==> config.mk <==
export PLATFORM = sky130hd
export DESIGN_NAME = aclk_key_entry
export DESIGN_NICKNAME = d
export VERILOG_FILES = /design/src/rtl/aclk_key_entry.sv
export SDC_FILE = /design/constraint.sdc
export NUM_CORES = 1
export LEC_CHECK = 0
export BUFFER_PORTS_ARGS = -buffer_cell sky130_fd_sc_hd__buf_2
export CAP_MARGIN = 20
export CORE_AREA = 2 2 59 61
export CTS_BUF_LIST = sky130_fd_sc_hd__clkbuf_2
export DETAILED_ROUTE_END_ITERATION = 8
export DIE_AREA = 0 0 61 63
export HOLD_SLACK_MARGIN = 0.06
export PLACE_DENSITY = 0.66
export SLEW_MARGIN = 15
export SYNTH_ARGS = -nofsm -noshare
export SYNTH_HDL_FRONTEND = slang
export SYNTH_SLANG_ARGS = --single-unit
==> constraint.sdc <==
create_clock -name clk -period 3.5 [get_ports clk]
set_input_delay 0.7 -clock clk [delete_from_list [all_inputs] [get_ports clk]]
set_output_delay 0.7 -clock clk [all_outputs]
set_load 0.05 [all_outputs]
==> src/rtl/aclk_key_entry.sv <==
// Keypad entry controller: shifts BCD digits into an HH:MM buffer, range-checks it on
// a TIME/ALARM command and pulses the matching load strobe, abandoning stale entries.
module aclk_key_entry #(
  parameter int TIMEOUT_SECS = 10,
  parameter int TO_W         = 8
) (
  input  logic       clk,
  input  logic       reset,
  input  logic       one_second,
  input  logic [3:0] key_digit,
  input  logic       digit_strobe,
  input  logic       time_button,
  input  logic       alarm_button,
  input  logic       clear_button,
  output logic [3:0] key_buffer_ms_hr,
  output logic [3:0] key_buffer_ls_hr,
  output logic [3:0] key_buffer_ms_min,
  output logic [3:0] key_buffer_ls_min,
  output logic       load_new_c,
  output logic       load_new_a,
  output logic       show_new_time,
  output logic       entry_error
);

  typedef enum logic [1:0] {IDLE, ENTRY, LOAD} state_t;

  localparam logic [TO_W-1:0] TO_LIM = TO_W'(TIMEOUT_SECS);

  state_t          state_q, state_d;
  logic [15:0]     buf_q, buf_d;
  logic [2:0]      cnt_q, cnt_d;
  logic [TO_W-1:0] to_q, to_d;
  logic            load_c_q, load_c_d;
  logic            load_a_q, load_a_d;
  logic            err_q, err_d;
  logic            show_q, show_d;
  logic            dig_ok, cmd;

  function automatic logic valid_time(input logic [15:0] b);
    logic [3:0] mh, lh, mm, lm;
    mh = b[15:12];
    lh = b[11:8];
    mm = b[7:4];
    lm = b[3:0];
    return (mh <= 4'd2) && (lh <= 4'd9) && ((mh < 4'd2) || (lh <= 4'd3)) &&
           (mm <= 4'd5) && (lm <= 4'd9);
  endfunction

  assign dig_ok = digit_strobe && (key_digit <= 4'd9);
  assign cmd    = time_button || alarm_button;

  always_comb begin
    state_d  = state_q;
    buf_d    = buf_q;
    cnt_d    = cnt_q;
    to_d     = to_q;
    load_c_d = 1'b0;
    load_a_d = 1'b0;
    err_d    = 1'b0;
    case (state_q)
      IDLE: begin
        // Any command strobe outranks a digit in the same cycle, even though commands do nothing here.
        if (!(clear_button || cmd) && dig_ok) begin
          state_d = ENTRY;
          buf_d   = {12'h000, key_digit};
          cnt_d   = 3'd1;
          to_d    = '0;
        end
      end
      ENTRY: begin
        if (clear_button) begin
          state_d = IDLE;
          buf_d   = '0;
          cnt_d   = '0;
          to_d    = '0;
        end else if (cmd) begin
          to_d = '0;
          if (valid_time(buf_q)) begin
            state_d  = LOAD;
            load_c_d = time_button;
            load_a_d = !time_button;
          end else begin
            state_d = IDLE;
            err_d   = 1'b1;
            buf_d   = '0;
            cnt_d   = '0;
          end
        end else if (dig_ok) begin
          buf_d = {buf_q[11:0], key_digit};
          cnt_d = (cnt_q == 3'd4) ? cnt_q : cnt_q + 3'd1;
          to_d  = '0;
        end else if (one_second) begin
          if (to_q + 1'b1 == TO_LIM) begin
            state_d = IDLE;
            buf_d   = '0;
            cnt_d   = '0;
            to_d    = '0;
          end else begin
            to_d = to_q + 1'b1;
          end
        end
      end
      LOAD: begin
        state_d = IDLE;
        buf_d   = '0;
        cnt_d   = '0;
        to_d    = '0;
      end
      default: begin
        state_d = IDLE;
        buf_d   = '0;
        cnt_d   = '0;
        to_d    = '0;
      end
    endcase
    show_d = (state_d != IDLE);
  end

  always_ff @(posedge clk or negedge reset) begin
    if (!reset) begin
      state_q  <= IDLE;
      buf_q    <= '0;
      cnt_q    <= '0;
      to_q     <= '0;
      load_c_q <= 1'b0;
      load_a_q <= 1'b0;
      err_q    <= 1'b0;
      show_q   <= 1'b0;
    end else begin
      state_q  <= state_d;
      buf_q    <= buf_d;
      cnt_q    <= cnt_d;
      to_q     <= to_d;
      load_c_q <= load_c_d;
      load_a_q <= load_a_d;
      err_q    <= err_d;
      show_q   <= show_d;
    end
  end

  assign key_buffer_ms_hr  = buf_q[15:12];
  assign key_buffer_ls_hr  = buf_q[11:8];
  assign key_buffer_ms_min = buf_q[7:4];
  assign key_buffer_ls_min = buf_q[3:0];
  assign load_new_c        = load_c_q;
  assign load_new_a        = load_a_q;
  assign show_new_time     = show_q;
  assign entry_error       = err_q;

endmodule

* After elaboration in Yosys (flattened, before gate mapping)
Cells that the tools add are included.
Word-level totals: register bits after elaboration 30, input port bits 11, output and inout bits 20, word-level logic and storage cells 71
Operators by class: add/sub/neg operators 1, magnitude comparators 7, eq/ne operators 6, muxes and demuxes 35, reductions and logical operators 15
Operator list (number):
- 2-to-1 mux 16 bit | 7
- 2-to-1 mux 8 bit | 6
- case mux 16 bit (2 select lines) | 1
- case mux 8 bit (2 select lines) | 1
- 2-to-1 mux 2 bit | 7
- less-or-equal comparator 4 bit (second input constant) | 3
- 2-to-1 mux 1 bit | 12
- inequality test 5 bit (second input constant) | 2
- adder 8 x 1 -> 8 bit (second input constant) | 1
- equality test 8 x 4 -> 1 bit (second input constant) | 1
- less-or-equal comparator 4 x 2 -> 1 bit (second input constant) | 2
- logical AND 1 bit | 6
- less-or-equal comparator 4 x 3 -> 1 bit (second input constant) | 1
- < comparator 4 x 2 -> 1 bit (second input constant) | 1
- inequality test 4 bit (second input constant) | 1
- case mux 2 bit (2 select lines) | 1
- AND reduction 4 bit | 1
- logical OR 1 bit | 3
- equality test 2 x 1 -> 1 bit (second input constant) | 1
- zero test 1 bit | 2
- zero test 2 bit | 1
- inequality test 2 bit (second input constant) | 1
- AND reduction 2 bit | 1
- nonzero test 2 bit | 1

* Logic depth before layout (Yosys ltp)
depth after elaboration 10, mapped depth 7, mapped depth without buffers 6

* Least setup slack after synthesis
Ideal clock, no wire load.
kind input port to flip-flop, from input clear_button, to register to_q[6], setup time 0.092 ns, data arrival time 1.974 ns, required time 3.408 ns, path slack 1.434 ns, stages 4, path buffers 0, path through or3b_1 > a2111o_1 > or2_1 > o31ai_2
On the way: longest elaborated chain between the ends 5, elaborated cells on any way between the ends 8, classes of those cells eq/ne (2); mux (2); reduce/logical (4)
RTL lines:
- start: declaration | line 14 | input logic clear_button,
- logical OR 1 bit | line 63 | if (!(clear_button || cmd) && dig_ok) begin
- zero test 1 bit | line 63
- logical AND 1 bit | line 63
- inequality test 2 bit (no source line)
- AND reduction 2 bit (no source line)
- end signal: assignment | line 133 | to_q <= to_d;
- end: declaration | line 32 | logic [TO_W-1:0] to_q, to_d;
Several ways; a longest one is shown, not always the timed one. A chain may end at the register's enable or synchronous reset.

* Worst setup path in the final report
from register to_q[0], to register buf_q[10]
On the way: longest elaborated chain between the ends 4
RTL lines:
- adder 8 x 1 -> 8 bit | line 93 | if (to_q + 1'b1 == TO_LIM) begin
- equality test 8 x 4 -> 1 bit | line 93
- inequality test 5 bit (no source line)
- AND reduction 4 bit (no source line)
- end signal: assignment | line 131 | buf_q <= buf_d;
- end: declaration | line 30 | logic [15:0] buf_q, buf_d;
Every way passes these cells.

==> flow_metrics.env <==
export IMPL_routed_wl_um=3070
export IMPL_p_int_w=0.000496
export IMPL_crit_fanout=16
export IMPL_worst_setup_path_end_kind="register"
export IMPL_synth_nets=141
export IMPL_maxCapViolCount=0
export IMPL_synth_area_top_cells="dfrtp_1, a22o_1, o21ai_0"
export IMPL_critPathSlowestCell="dfrtp_1"
export IMPL_ir_drop_mv=0.192
export IMPL_hp_class="in -> async"
export IMPL_vias=1149
export IMPL_synthFlopType="dfrtp_1"
export IMPL_htree_levels=2
export IMPL_cts_buffers=5
export IMPL_drt_initial_drc_count=32
export IMPL_post_route_util_pct=51.0
export IMPL_rr_worst_depth=6
export IMPL_drt_pass1_iter_count=4
export IMPL_avgSynthCellArea_um2=10.9
export IMPL_required_ns=3.75
export IMPL_die_x_um=61
export IMPL_ctsHoldBuffers=0
export IMPL_n_antenna_cell=0
export IMPL_synthToLayoutAreaGrowth_pct=18.7
export IMPL_drc=0
export IMPL_final_cell_mix="dfrtp_1, buf_2, a22o_1"
export IMPL_fin_crit_sh_pct=62.3
export IMPL_ys_types=40
export IMPL_clkSinkCount=30
export IMPL_grt_pass1_vias=1131
export IMPL_initial_core_util_pct=43.0
export IMPL_yosys_area_top_type="dfrtp_1"
export IMPL_ys_seq_area_share_pct=54.1
export IMPL_core_area_mm2=0.00323
export IMPL_dp_cells=202
export IMPL_slowest_delay_ns=0.51
export IMPL_fp_dieArea_mm2=0.00384
export IMPL_dpl_hpwl_um=2210
export IMPL_die_height_um=63
export IMPL_rsz0062_at_grt="no"
export IMPL_synth_seq_cells=30
export IMPL_grt_pass1_wl_um=5090
export IMPL_io_buffer_count=30
export IMPL_crit_type="reg -> reg"
export IMPL_async_flop_share_pct=100
export IMPL_place_ws_ns=1.09
export IMPL_path_buf_inv=0
export IMPL_tns_ns=0
export IMPL_cts_buffer_depth=2
export IMPL_synth_area_mm2=0.00139
export IMPL_crit_arrival_ns=2.43
export IMPL_cts_resized=0
export IMPL_r2r_end="buf_q[10]$_DFFE_PN0P_"
export IMPL_grt_overflow=0
export IMPL_finalSetupViolations=0
export IMPL_cp_cell_sequence="ha_1, and3_1, xnor2_1, o211ai_1, a211o_2, a22o_1"
export IMPL_clockPowerShare_pct=35.0
export IMPL_p_seq_share_pct=53.3
export IMPL_gp_congestion=0.858
export IMPL_synth_edff_count=0
export IMPL_relSlewSlack_pct=48.4
export IMPL_cts_setup_buffers=0
export IMPL_status="complete, no violations"
export IMPL_finalNonFillerCells=210
export IMPL_skew_ns=0.0236
export IMPL_start_kind="register"
export IMPL_period_needed_ns=2.18
export IMPL_clk_insertion_delay_late_ns=0.37
export IMPL_fmax_mhz=458
export IMPL_combinationalPowerShare_pct=11.6
export IMPL_grt_start_max_net_pins=31
export IMPL_synth_top_cell_area_share_pct=54.1
export IMPL_cp_top_family="compound AO/OA/AOI/OAI gates"
export IMPL_hold_viol=0
export IMPL_antenna_found_initial=0
export IMPL_power_switching_w=0.000188
export IMPL_cts_tree="done"
export IMPL_total_power_w=0.000684
export IMPL_grt_use_total_pct=17.6
export IMPL_rows=21
export IMPL_drv_slew=0
export IMPL_tightest_slew_ns=0.771
export IMPL_via_per_inst=5.47
export IMPL_wire_per_inst_um=14.6
export IMPL_postSynthCellCount=128
export IMPL_p_sw_share_pct=27.5
export IMPL_p_leak_nw=0.805
export IMPL_r2r_slack_ns=1.32
export IMPL_ant_nets=0
export IMPL_power_density_mw_per_mm2=415
export IMPL_timing_rr_start="to_q[0]$_DFFE_PN0P_"
export IMPL_clock_root_buffer="clkbuf_2"
export IMPL_ys_warn_count=0
export IMPL_final_layout_size_suffix_gt1_share_pct=26.2
export IMPL_io_pins=31
export IMPL_cts_clk_slew_worst_paths_ns=0.18
export IMPL_layout_setup_ws_ns=1.32
export IMPL_layout_nets=176
-- power by group through the flow --
stage / Combinational (W) / Clock, W / Sequential (W)
finish: 0.0000797 / 0.000240 / 0.000365
CTS: 0.0000805 / 0.000245 / 0.000365
floorplan: 0.0000221 / 0 / 0.000400
detailed placement: 0.0000804 / 0 / 0.000371
global route: 0.0000860 / 0.000265 / 0.000367
global placement: 0.0000793 / 0 / 0.000371
-- flip-flops by register name (all words and copies together), names as in the netlist --
name / flops
show_new_time: 1
buf_q: 16
load_new_a: 1
to_q: 8
load_new_c: 1
state_q: 2
entry_error: 1
-- worst reg2reg max path, cell delays in order (launching register included) --
cell,delay [ns]
dfrtp_1,0.51
ha_1,0.29
and3_1,0.28
xnor2_1,0.14
o211ai_1,0.17
a211o_2,0.47
a22o_1,0.23
-- layout make-up --
| type | instances | area [um^2] |
|---|---|---|
| repair buffers | 31 | 158 |
| well taps | 46 | 57.6 |
| inverters | 3 | 11.3 |
| fillers | 320 | 1580 |
| flip-flops and latches | 30 | 751 |
| clock inverters | 3 | 40.0 |
| multi-input cells | 92 | 607 |
| clock buffers | 5 | 25.0 |
-- worst max path at each step --
stage                     cells after the start                    end  slack (ns)                 from
after floorplan                               4    to_q[6]$_DFFE_PN0P_        1.43         clear_button
after global placement                        6   buf_q[0]$_DFFE_PN0P_        1.10         key_digit[2]
after detailed placement                      6  buf_q[10]$_DFFE_PN0P_        1.09         key_digit[2]
after CTS                                     6  buf_q[10]$_DFFE_PN0P_        1.32  to_q[0]$_DFFE_PN0P_
after global routing                          6   buf_q[0]$_DFFE_PN0P_        1.17  to_q[0]$_DFFE_PN0P_
final                                         6  buf_q[10]$_DFFE_PN0P_        1.32  to_q[0]$_DFFE_PN0P_
-- synthesized netlist by cell type (all sizes together), types with 2 or more instances --
library cell / n
dfrtp: 30
a22o: 16
nand2: 13
o21ai: 12
nor2: 8
nor3: 5
nand3: 4
a21oi: 3
inv: 3
o31ai: 3
a211o: 2
a31oi: 2
and3: 2
buf: 2
ha: 2
nor2b: 2
-- routing by layer --
metal,track usage (%),vias to the layer above,routed length [um]
met1,20.9,563,1360
met3,4.97,7,129
met2,28.2,27,1510
met4,8.70,0,70
li1,-,552,-
met5,0,-,0
-- kinds of logic after synthesis --
family                     count (synthesis)  share of synthesized area (%)
and+or+nand+nor                           41                           15.2
AOI/OAI and AO/OA                         48                           26.0
adders and majority gates                  2                           1.80
DFF                                       30                           54.1
xor gates and xnor gates                   1                          0.631
buffers and inverters                      6                           2.25
-- stage by stage --
| step | area, um^2 | hold WS, ns |
|---|---|---|
| 6_report | 1650 | 0.335 |
| 5_1_grt | 1650 | 0.340 |
| 4_1_cts | 1650 | 0.342 |
| 3_5_place_dp | 1580 | 0.472 |
| 3_3_place_gp | 1580 | 0.461 |
| 2_1_floorplan | 1390 | 0.404 |
No activity file was read; power rests on OpenSTA's default activity.
